`config.mk`:
```
export PLATFORM = sky130hd
export DESIGN_NAME = gbf_flgofm_ctrl_flat
export DESIGN_NICKNAME = d
export VERILOG_FILES = /design/src/rtl/gbf_flgofm_ctrl_if.sv /design/src/rtl/gbf_flgofm_ctrl.sv /design/src/flat_wrapper.sv
export SDC_FILE = /design/constraint.sdc
export NUM_CORES = 1
export LEC_CHECK = 0
export CORE_MARGIN = 2
export CORE_UTILIZATION = 50
export CTS_CLUSTER_SIZE = 24
export DETAILED_ROUTE_END_ITERATION = 8
export GPL_TIMING_DRIVEN = 0
export PLACE_DENSITY = 0.87
export SYNTH_ARGS = -nofsm -noshare
export SYNTH_HDL_FRONTEND = slang
export SYNTH_SLANG_ARGS = --single-unit
```
`constraint.sdc`:
```
create_clock -name clk -period 6 [get_ports clk]
set_clock_uncertainty 0.05 [all_clocks]
set_input_delay 0.9 -clock clk [delete_from_list [all_inputs] [get_ports clk]]
set_output_delay 0.9 -clock clk [all_outputs]
set_load 0.01 [all_outputs]
```
`src/rtl/gbf_flgofm_ctrl_if.sv`:
```
// Bundle of the upstream stream, downstream stream, RAM port and status signals for gbf_flgofm_ctrl.
// GBF_FLGOFM_STAT_EN adds the peak_occ status signal.
interface gbf_flgofm_ctrl_if #(
   parameter int SRAM_DEPTH_BIT = 6,
   parameter int SRAM_WIDTH     = 28
);
   logic                      in_vld;
   logic [SRAM_WIDTH-1:0]     in_dat;
   logic                      in_rdy;
   logic                      out_vld;
   logic [SRAM_WIDTH-1:0]     out_dat;
   logic                      out_rdy;
   logic [SRAM_DEPTH_BIT-1:0] ram_addr_w;
   logic [SRAM_DEPTH_BIT-1:0] ram_addr_r;
   logic                      ram_write_en;
   logic                      ram_read_en;
   logic [SRAM_WIDTH-1:0]     ram_data_in;
   logic [SRAM_WIDTH-1:0]     ram_data_out;
   logic [SRAM_DEPTH_BIT:0]   occupancy;
   logic                      empty;
   logic                      full;
`ifdef GBF_FLGOFM_STAT_EN
   logic [SRAM_DEPTH_BIT:0]   peak_occ;
`endif

   // master = the controller; slave = packer / output path / RAM wrapper side
   modport master (
      input  in_vld, in_dat, out_rdy, ram_data_out,
`ifdef GBF_FLGOFM_STAT_EN
      output peak_occ,
`endif
      output in_rdy, out_vld, out_dat, ram_addr_w, ram_addr_r, ram_write_en,
             ram_read_en, ram_data_in, occupancy, empty, full
   );

   modport slave (
      output in_vld, in_dat, out_rdy, ram_data_out,
`ifdef GBF_FLGOFM_STAT_EN
      input  peak_occ,
`endif
      input  in_rdy, out_vld, out_dat, ram_addr_w, ram_addr_r, ram_write_en,
             ram_read_en, ram_data_in, occupancy, empty, full
   );
endinterface

```
`src/rtl/gbf_flgofm_ctrl.sv`:
```
// FIFO controller in front of the single-port OFM flag RAM with a 2-entry read prefetch buffer.
// Optional GBF_FLGOFM_STAT_EN: peak_occ tracks the maximum occupancy since reset.
module gbf_flgofm_ctrl #(
   parameter int SRAM_DEPTH_BIT = 6,
   parameter int SRAM_WIDTH     = 28
) (
   input  logic                   clk,
   input  logic                   rst,
   gbf_flgofm_ctrl_if.master      bus
);
   localparam int DB = SRAM_DEPTH_BIT;
   localparam int W  = SRAM_WIDTH;
   localparam int OW = DB + 1;
   localparam logic [DB:0] DEPTH = {1'b1, {DB{1'b0}}};

   typedef enum logic {GRANT_READ = 1'b0, GRANT_WRITE = 1'b1} grant_t;

   logic [DB-1:0] wr_ptr;
   logic [DB-1:0] rd_ptr;
   logic [DB:0]   ram_cnt;
   logic [1:0]    buf_cnt;
   logic          rd_inflight;
   grant_t        last_grant;
   logic [W-1:0]  buf_q [2];

   logic          pop;
   logic [1:0]    buf_left;
   logic          read_want;
   logic          full;
   logic          in_rdy;
   logic          write_en;
   logic          read_en;

   always_comb begin
      pop      = (buf_cnt != 2'd0) & bus.out_rdy;
      buf_left = buf_cnt - {1'b0, pop};
      // Reserve a buffer slot for every read in flight so a capture never overflows
      read_want = (ram_cnt != '0) && ((buf_left + {1'b0, rd_inflight}) < 2'd2);
      full      = (ram_cnt == DEPTH);
      in_rdy    = ~rst & ~full & ~(read_want & (last_grant == GRANT_WRITE));
      write_en  = bus.in_vld & in_rdy;
      read_en   = read_want & ~write_en;
   end

   always_ff @(posedge clk or posedge rst) begin
      if (rst) begin
         wr_ptr      <= '0;
         rd_ptr      <= '0;
         ram_cnt     <= '0;
         buf_cnt     <= 2'd0;
         rd_inflight <= 1'b0;
         last_grant  <= GRANT_READ;
         buf_q[0]    <= '0;
         buf_q[1]    <= '0;
      end else begin
         if (write_en) begin
            wr_ptr     <= wr_ptr + 1'b1;
            last_grant <= GRANT_WRITE;
         end
         if (read_en) begin
            rd_ptr     <= rd_ptr + 1'b1;
            last_grant <= GRANT_READ;
         end
         case ({write_en, read_en})
            2'b10:   ram_cnt <= ram_cnt + 1'b1;
            2'b01:   ram_cnt <= ram_cnt - 1'b1;
            default: ram_cnt <= ram_cnt;
         endcase
         rd_inflight <= read_en;
         if (pop) buf_q[0] <= buf_q[1];
         // Capture lands after the shift; a later NBA to the same slot wins
         if (rd_inflight) buf_q[buf_left[0]] <= bus.ram_data_out;
         buf_cnt <= buf_left + {1'b0, rd_inflight};
      end
   end

   always_comb begin
      bus.in_rdy       = in_rdy;
      bus.out_vld      = (buf_cnt != 2'd0);
      bus.out_dat      = buf_q[0];
      bus.ram_addr_w   = wr_ptr;
      bus.ram_addr_r   = rd_ptr;
      bus.ram_write_en = write_en;
      bus.ram_read_en  = read_en;
      bus.ram_data_in  = bus.in_dat;
      bus.occupancy    = ram_cnt + OW'(buf_cnt) + OW'(rd_inflight);
      bus.empty        = (bus.occupancy == '0);
      bus.full         = full;
   end

`ifdef GBF_FLGOFM_STAT_EN
   logic [DB:0] peak_q;

   always_ff @(posedge clk or posedge rst) begin
      if (rst) begin
         peak_q <= '0;
      end else if (bus.occupancy > peak_q) begin
         peak_q <= bus.occupancy;
      end
   end

   assign bus.peak_occ = peak_q;
`endif
endmodule

```
`src/flat_wrapper.sv`:
```
// flat-port wrapper written by rule: the top's interface ports become plain ports
module gbf_flgofm_ctrl_flat 
#(
   parameter int SRAM_DEPTH_BIT = 6,
   parameter int SRAM_WIDTH     = 28
)
  (clk, rst, bus_in_vld, bus_in_dat, bus_out_rdy, bus_ram_data_out, bus_in_rdy, bus_out_vld, bus_out_dat, bus_ram_addr_w, bus_ram_addr_r, bus_ram_write_en, bus_ram_read_en, bus_ram_data_in, bus_occupancy, bus_empty, bus_full);
  gbf_flgofm_ctrl_if #(.SRAM_DEPTH_BIT(SRAM_DEPTH_BIT), .SRAM_WIDTH(SRAM_WIDTH)) bus_i ();
  input  logic clk;
  input  logic rst;
  input wire logic [$bits(bus_i.in_vld)-1:0] bus_in_vld;
  input wire logic [$bits(bus_i.in_dat)-1:0] bus_in_dat;
  input wire logic [$bits(bus_i.out_rdy)-1:0] bus_out_rdy;
  input wire logic [$bits(bus_i.ram_data_out)-1:0] bus_ram_data_out;
  output wire logic [$bits(bus_i.in_rdy)-1:0] bus_in_rdy;
  output wire logic [$bits(bus_i.out_vld)-1:0] bus_out_vld;
  output wire logic [$bits(bus_i.out_dat)-1:0] bus_out_dat;
  output wire logic [$bits(bus_i.ram_addr_w)-1:0] bus_ram_addr_w;
  output wire logic [$bits(bus_i.ram_addr_r)-1:0] bus_ram_addr_r;
  output wire logic [$bits(bus_i.ram_write_en)-1:0] bus_ram_write_en;
  output wire logic [$bits(bus_i.ram_read_en)-1:0] bus_ram_read_en;
  output wire logic [$bits(bus_i.ram_data_in)-1:0] bus_ram_data_in;
  output wire logic [$bits(bus_i.occupancy)-1:0] bus_occupancy;
  output wire logic [$bits(bus_i.empty)-1:0] bus_empty;
  output wire logic [$bits(bus_i.full)-1:0] bus_full;
  assign bus_i.in_vld = bus_in_vld;
  assign bus_i.in_dat = bus_in_dat;
  assign bus_i.out_rdy = bus_out_rdy;
  assign bus_i.ram_data_out = bus_ram_data_out;
  assign bus_in_rdy = bus_i.in_rdy;
  assign bus_out_vld = bus_i.out_vld;
  assign bus_out_dat = bus_i.out_dat;
  assign bus_ram_addr_w = bus_i.ram_addr_w;
  assign bus_ram_addr_r = bus_i.ram_addr_r;
  assign bus_ram_write_en = bus_i.ram_write_en;
  assign bus_ram_read_en = bus_i.ram_read_en;
  assign bus_ram_data_in = bus_i.ram_data_in;
  assign bus_occupancy = bus_i.occupancy;
  assign bus_empty = bus_i.empty;
  assign bus_full = bus_i.full;
  gbf_flgofm_ctrl #(.SRAM_DEPTH_BIT(SRAM_DEPTH_BIT), .SRAM_WIDTH(SRAM_WIDTH)) u_core (.clk(clk), .rst(rst), .bus(bus_i));
endmodule
```
-- After elaboration in Yosys (flattened, before gate mapping)
Cells that the tools add are included.
- bits in registers: 79
- output and inout bits: 81
- word-level logic and storage cells: 48
- equal/unequal tests: 3
- bitwise logic cells: 11
- mux-type cells: 8
- reduce and logical (&&, ||, !) cells: 7
- add/subtract/negate cells: 8
- $lt $le $gt $ge: 3
- operators by type and width (operator ; number):
    bitwise mux 56 bit ; 1
    two-way mux 28 bit ; 2
    two-way mux 56 bit ; 1
    demux 28 bit (select 1 bit) ; 1
    one-hot mux 7 bit (2 select lines) ; 1
    adder 6 x 1 -> 6 bit (second input constant) ; 2
    adder 7 x 1 -> 7 bit ; 1
    adder 7 x 1 -> 7 bit (second input constant) ; 1
    adder 7 x 2 -> 7 bit ; 1
    == test 7 bit (second input constant) ; 1
    zero test 7 bit ; 1
    nonzero test 7 bit ; 1
    subtractor 7 x 1 -> 7 bit (second input constant) ; 1
    AND 1 bit ; 6
    nonzero test 2 bit ; 3
    inverter 1 bit ; 4
    adder 2 x 1 -> 2 bit ; 1
    == test 2 x 1 -> 1 bit (second input constant) ; 1
    == test 2 bit (second input constant) ; 1
    >= comparator 2 bit (second input constant) ; 1
    logical AND 1 bit ; 2
    less-than comparator 2 x 1 -> 1 bit (second input constant) ; 1
    less-than comparator 2 bit (second input constant) ; 1
    two-way mux 1 bit ; 2
    2 further kinds ; 2

-- Depth between registers and ports, before layout
- depth after elaboration: 14
- gate-level depth with buffers: 19
- gate-level depth less buffers: 16

-- Worst setup path after synthesis
Ideal clock, no wire load.
- path kind: in2reg
- from: in bus_out_rdy
- to: reg u_core.ram_cnt[6]
- required time: 5.870 ns
- setup time: 0.080 ns
- arrival time: 4.319 ns
- stages: 17
- path slack: 1.551 ns
- path buffers: 3
- path through: nand2_1 -> buf_2 -> buf_2 -> inv_1 -> ha_1 -> inv_1 -> ha_1 -> xnor3_1 -> o41a_1 -> o31a_1 -> buf_6 -> fa_1 -> a211oi_1 -> o21bai_1 -> a21oi_1 -> mux2i_4 -> xnor2_1
- cells in the longest elaborated chain, start to end: 13
- ends and longest elaborated chain (item ; RTL line ; source):
    start, declared ; flat_wrapper.sv:13 ; input wire logic [$bits(bus_i.out_rdy)-1:0] bus_out_rdy;
    AND 1 bit (*) ; gbf_flgofm_ctrl.sv:35 ; pop = (buf_cnt != 2'd0) & bus.out_rdy;
    subtractor 2 x 1 -> 2 bit (*) ; gbf_flgofm_ctrl.sv:36 ; buf_left = buf_cnt - {1'b0, pop};
    adder 2 x 1 -> 2 bit (*) ; gbf_flgofm_ctrl.sv:38 ; read_want = (ram_cnt != '0) && ((buf_left + {1'b0, rd_inflight}) < 2'd2);
    less-than comparator 2 bit (*) ; gbf_flgofm_ctrl.sv:38 ;
    logical AND 1 bit (*) ; gbf_flgofm_ctrl.sv:38 ;
    AND 1 bit ; gbf_flgofm_ctrl.sv:40 ; in_rdy = ~rst & ~full & ~(read_want & (last_grant == GRANT_WRITE));
    inverter 1 bit ; gbf_flgofm_ctrl.sv:40 ;
    AND 1 bit ; gbf_flgofm_ctrl.sv:40 ;
    AND 1 bit ; gbf_flgofm_ctrl.sv:41 ; write_en = bus.in_vld & in_rdy;
    inverter 1 bit ; gbf_flgofm_ctrl.sv:42 ; read_en = read_want & ~write_en;
    AND 1 bit (*) ; gbf_flgofm_ctrl.sv:42 ;
    via bus_ram_read_en ; flat_wrapper.sv:21 ; output wire logic [$bits(bus_i.ram_read_en)-1:0] bus_ram_read_en;
    == test 2 x 1 -> 1 bit / == test 2 bit (equally long branches) ; gbf_flgofm_ctrl.sv:64 ; case ({write_en, read_en})
    one-hot mux 7 bit (2 select lines) / nonzero test 2 bit (equally long branches) ; - ;
    end signal, assigned ; gbf_flgofm_ctrl.sv:65 ; 2'b10: ram_cnt <= ram_cnt + 1'b1;
    end signal, assigned ; gbf_flgofm_ctrl.sv:66 ; 2'b01: ram_cnt <= ram_cnt - 1'b1;
    end signal, assigned ; gbf_flgofm_ctrl.sv:67 ; default: ram_cnt <= ram_cnt;
    end, declared ; gbf_flgofm_ctrl.sv:20 ; logic [DB:0] ram_cnt;
The timed path passes the listed nets; every way through them passes the cells marked *.
A chain may end at the register's enable or synchronous reset.

-- Worst setup path after layout
- from: in bus_out_rdy
- to: out bus_ram_read_en
- cells in the longest elaborated chain, start to end: 11
- ends and longest elaborated chain (item ; RTL line):
    AND 1 bit (*) ; gbf_flgofm_ctrl.sv:35
    subtractor 2 x 1 -> 2 bit (*) ; gbf_flgofm_ctrl.sv:36
    adder 2 x 1 -> 2 bit (*) ; gbf_flgofm_ctrl.sv:38
    less-than comparator 2 bit (*) ; gbf_flgofm_ctrl.sv:38
    logical AND 1 bit (*) ; gbf_flgofm_ctrl.sv:38
    AND 1 bit ; gbf_flgofm_ctrl.sv:40
    inverter 1 bit ; gbf_flgofm_ctrl.sv:40
    AND 1 bit ; gbf_flgofm_ctrl.sv:40
    AND 1 bit ; gbf_flgofm_ctrl.sv:41
    inverter 1 bit ; gbf_flgofm_ctrl.sv:42
    AND 1 bit (*) ; gbf_flgofm_ctrl.sv:42
    end, declared ; flat_wrapper.sv:21
Mark *: on every way between the ends. The rest lies on a longest branch, timed or not.

==> key figures <==
Status
  – Status: completed

Synth
  – Seq/Total Area, Yosys: 0.4752
  – Synth Register Bits: 79
  – Largest family of logic cells by synthesized area: multiplexers
  – Syn. warnings: 0
  – Ys async rst share: 1.000
  – Post-Synth XOR/XNOR Area: 0.04962
  – Cell count after synthesis: 375
  – Post-Syn Nets: approximately 450
  – Most frequent cell after synthesis: dfrtp_1
  – Largest area contributor in the netlist: dfrtp_1
  – Post-synth top area share: 0.4752
  – Compound-Gate Fraction of Synth Area: 0.06707
  – Mux share of post-synthesis cell area: 0.1585
  – Post-Syn Area: roughly 4200 um2
  – Synth area leaders: dfrtp_1 48%, buf_4 10%, mux2_2 7.6%, mux2i_1 6.7%, o21ai_0 4.2%
  – Post-synthesis adder-cell area fraction: 0.04451
  – Unique masters post-synth: 37
  – Synth Area in Simple Gates: 0.07368
  – Mean Syn Cell Area: 11.09 um2
  – Synth Flop Type: dfrtp_1
  – EDFF count, synth: 0
  – Synth cell count leaders: 79 x dfrtp_1, 57 x buf_4, 41 x nand2_1, 35 x o21ai_0

Die
  – Die W: 95.22 um
  – Die span in y: about 95 um
  – Die area: 9066 um2
  – Site Rows: 33
  – I/O Pins: 141
  – Core area: 8134 um2
  – Initial Util: 0.5115

Clocking
  – Clock latency at the later pin of the worst-skew pair: 350 ps
  – Clock-pin slew on the worst setup and hold paths: 90 ps
  – Post-CTS Resized: 0
  – Maximum clock path buffer count: 2
  – H-tree Lvls: 3
  – Hold-fix buffers at CTS: 0
  – Clock Sinks: 79
  – Clock root buffer: clkbuf_8
  – CTS tree: built
  – CTS buffer count: 9
  – Post-CTS setup buffers: 0

STA
  – # setup viols final: 0
  – Worst-Margin Slew: ~820 ps
  – Final Hold Vio Count: 0
  – Tmin final: between 5000 and 6000 ps
  – RSZ-0062 raised after global routing: no
  – Highest Clock Rate: 191.4 MHz
  – Period utilization: 0.8710
  – Max-slew headroom: 0.4541
  – Fin. max-slew vios: 0
  – Sum Neg Setup Slack: 0 ps

Detailed routing
  – Met3 routed WL: 456 um
  – Via-per-instance ratio: just over 5
  – Wire length per cell: 14.88 um
  – # DRC: 0
  – Initial drt markers: 93
  – Met2 Wirelength: 4.577 mm
  – Vias: 3086
  – Uppermost layer routed: met4
  – Total length of routed wires: 9.061 mm
  – Drt pass-1 iters: 4
  – ANT nets after route: 0
  – WL met1: 3.929 mm

Pwr
  – Tot Pwr: 3.648 mW
  – Pleak: 2.559 nW
  – Pwr dens: between 600 and 700 nW/um2
  – IR Drop Worst-Case VDD: 648.3 uV

Finish
  – Nets: 572
  – Share of cells above drive strength 1: 0.2222
  – Fill count: 617
  – Antenna cell count: 0
  – Synth-to-layout area growth: 36.30%

Placement
  – Final HPWL DP: 6.674 mm
  – Gpl congestion: 0.8175
  – Port-buffer cells: 112

Global routing
  – Largest net degree at the start of global routing: 70
  – Congestion Overflow GR: 0
  – Vias in the first global route: 3089
  – Total track usage: 0.2086
  – First-pass GRT wire length: 14.56 mm
  – Initial antenna violation count: 0

Worst hold path
  – Min-Delay Path Class: flop to flop

Worst setup path
  – Worst EP arrival: 4280 ps
  – Endpoint type of the worst setup path: output port
  – Worst-path fanout max: 15
  – Setup CP Type: input pin to output port
  – Crit path launch type: input pin
  – Worst Path Required: approximately 5100 ps

Job
  – Total of max-cap violations: 0
## layer usage
layer | vias to the layer above | track usage
met4 | 0 | 0.06522
met3 | 13 | 0.04427
li1 | 1461 | -
met1 | 1517 | 0.2678
met5 | - | 0
met2 | 95 | 0.3539
## layout make-up
type / count / area, um2 / share of cell area
Sequential cell: 79 / 1977 / 0.3486
Multi-Input combinational cell: 210 / 1637 / 0.2886
Timing Repair Buffer: 113 / 1149 / 0.2026
Buffer: 72 / 494.2 / 0.08716
Tap cell: 105 / 131.4 / 0.02317
Clock buffer: 9 / 123.9 / 0.02184
Clock inverter: 7 / 103.9 / 0.01831
Inverter: 14 / 55.05 / 0.009709
## through the flow
| step | setup WS (ps) | cells | instance area (um2) | hold WS (ps) | utilization |
|---|---|---|---|---|---|
| final | 774.0 | 609 | 5670 | 431.4 | 0.6971 |
| after floorplan | 1551 | 375 | 4160 | 428.4 | - |
| after CTS | 741.4 | 609 | 5670 | 431.7 | 0.6971 |
| after global routing | 553.0 | 609 | 5670 | 461.6 | 0.6971 |
| after detailed placement | 746.0 | 593 | 5443 | 418.2 | 0.6691 |
| after global placement | 514.5 | 592 | 5413 | 413.3 | 0.6654 |
## path summary, 6_finish.rpt
check | end | start | slack (ps) | cells past startpoint
max in group asynchronous | asynchronous set/reset pin | rst | 4520 | 3
setup reg to reg | u_core.ram_cnt[6]$_DFFE_PP0P_ | u_core.buf_cnt[1]$_DFF_PP0_ | 1420 | 19
min in group asynchronous | u_core.ram_cnt[3]$_DFFE_PP0P_ | rst | 800 | 2
hold reg to reg | u_core.bus.ram_addr_r[5]$_DFFE_PP0P_ | u_core.bus.ram_addr_r[5]$_DFFE_PP0P_ | 430 | 1
hold / removal | u_core.bus.ram_addr_r[5]$_DFFE_PP0P_ | u_core.bus.ram_addr_r[5]$_DFFE_PP0P_ | 430 | 1
setup / recovery | bus_ram_read_en | bus_out_rdy | 770 | 13
## cells by family after synthesis
family | count (synthesis)
muxes | 60
adders and majority gates | 13
buffers and inverters | 86
and+or+nand+nor | 67
DFF | 79
AOI/OAI and AO/OA | 48
xor gates and xnor gates | 22
## cells in the final DEF, fill, tap and decap left out, types with 2 or more instances in the layout
| master | netlist | routed |
|---|---|---|
| clkdlybuf4s50_1 | 0 | 112 |
| dfrtp_1 | 79 | 79 |
| buf_4 | 57 | 57 |
| nand2_1 | 41 | 41 |
| o21ai_0 | 35 | 35 |
| mux2_2 | 28 | 28 |
| mux2i_1 | 28 | 28 |
| xnor2_1 | 15 | 15 |
| inv_1 | 14 | 13 |
| clkbuf_1 | 11 | 11 |
| ha_1 | 10 | 10 |
| clkbuf_8 | 0 | 9 |
| nor2_1 | 6 | 6 |
| xor2_1 | 6 | 6 |
| nand4_1 | 6 | 6 |
| a21oi_1 | 5 | 5 |
| nor2b_1 | 4 | 4 |
| and3_1 | 4 | 4 |
| fa_1 | 3 | 3 |
| nor3_1 | 2 | 2 |
| buf_2 | 2 | 2 |
| mux2_4 | 2 | 2 |
| bufinv_16 | 0 | 2 |
| clkinvlp_4 | 0 | 2 |
## worst max-delay path, cell delays in order
cell             delay (ps)
clkdlybuf4s50_1         420
nand2_1                  80
buf_2                   290
buf_2                   370
inv_1                    80
ha_1                    280
inv_1                    50
ha_1                    180
xnor3_1                 470
o41a_1                  220
o31a_1                  160
buf_6                   190
clkdlybuf4s50_1         560
## power breakdown
part           total [mW]  internal (mW)  switching, mW
logic                2.18           1.18          0.999
clock network       0.448          0.239          0.209
registers            1.02          0.826          0.194
total                3.65           2.25           1.40
(Power assumes the default switching activity.)
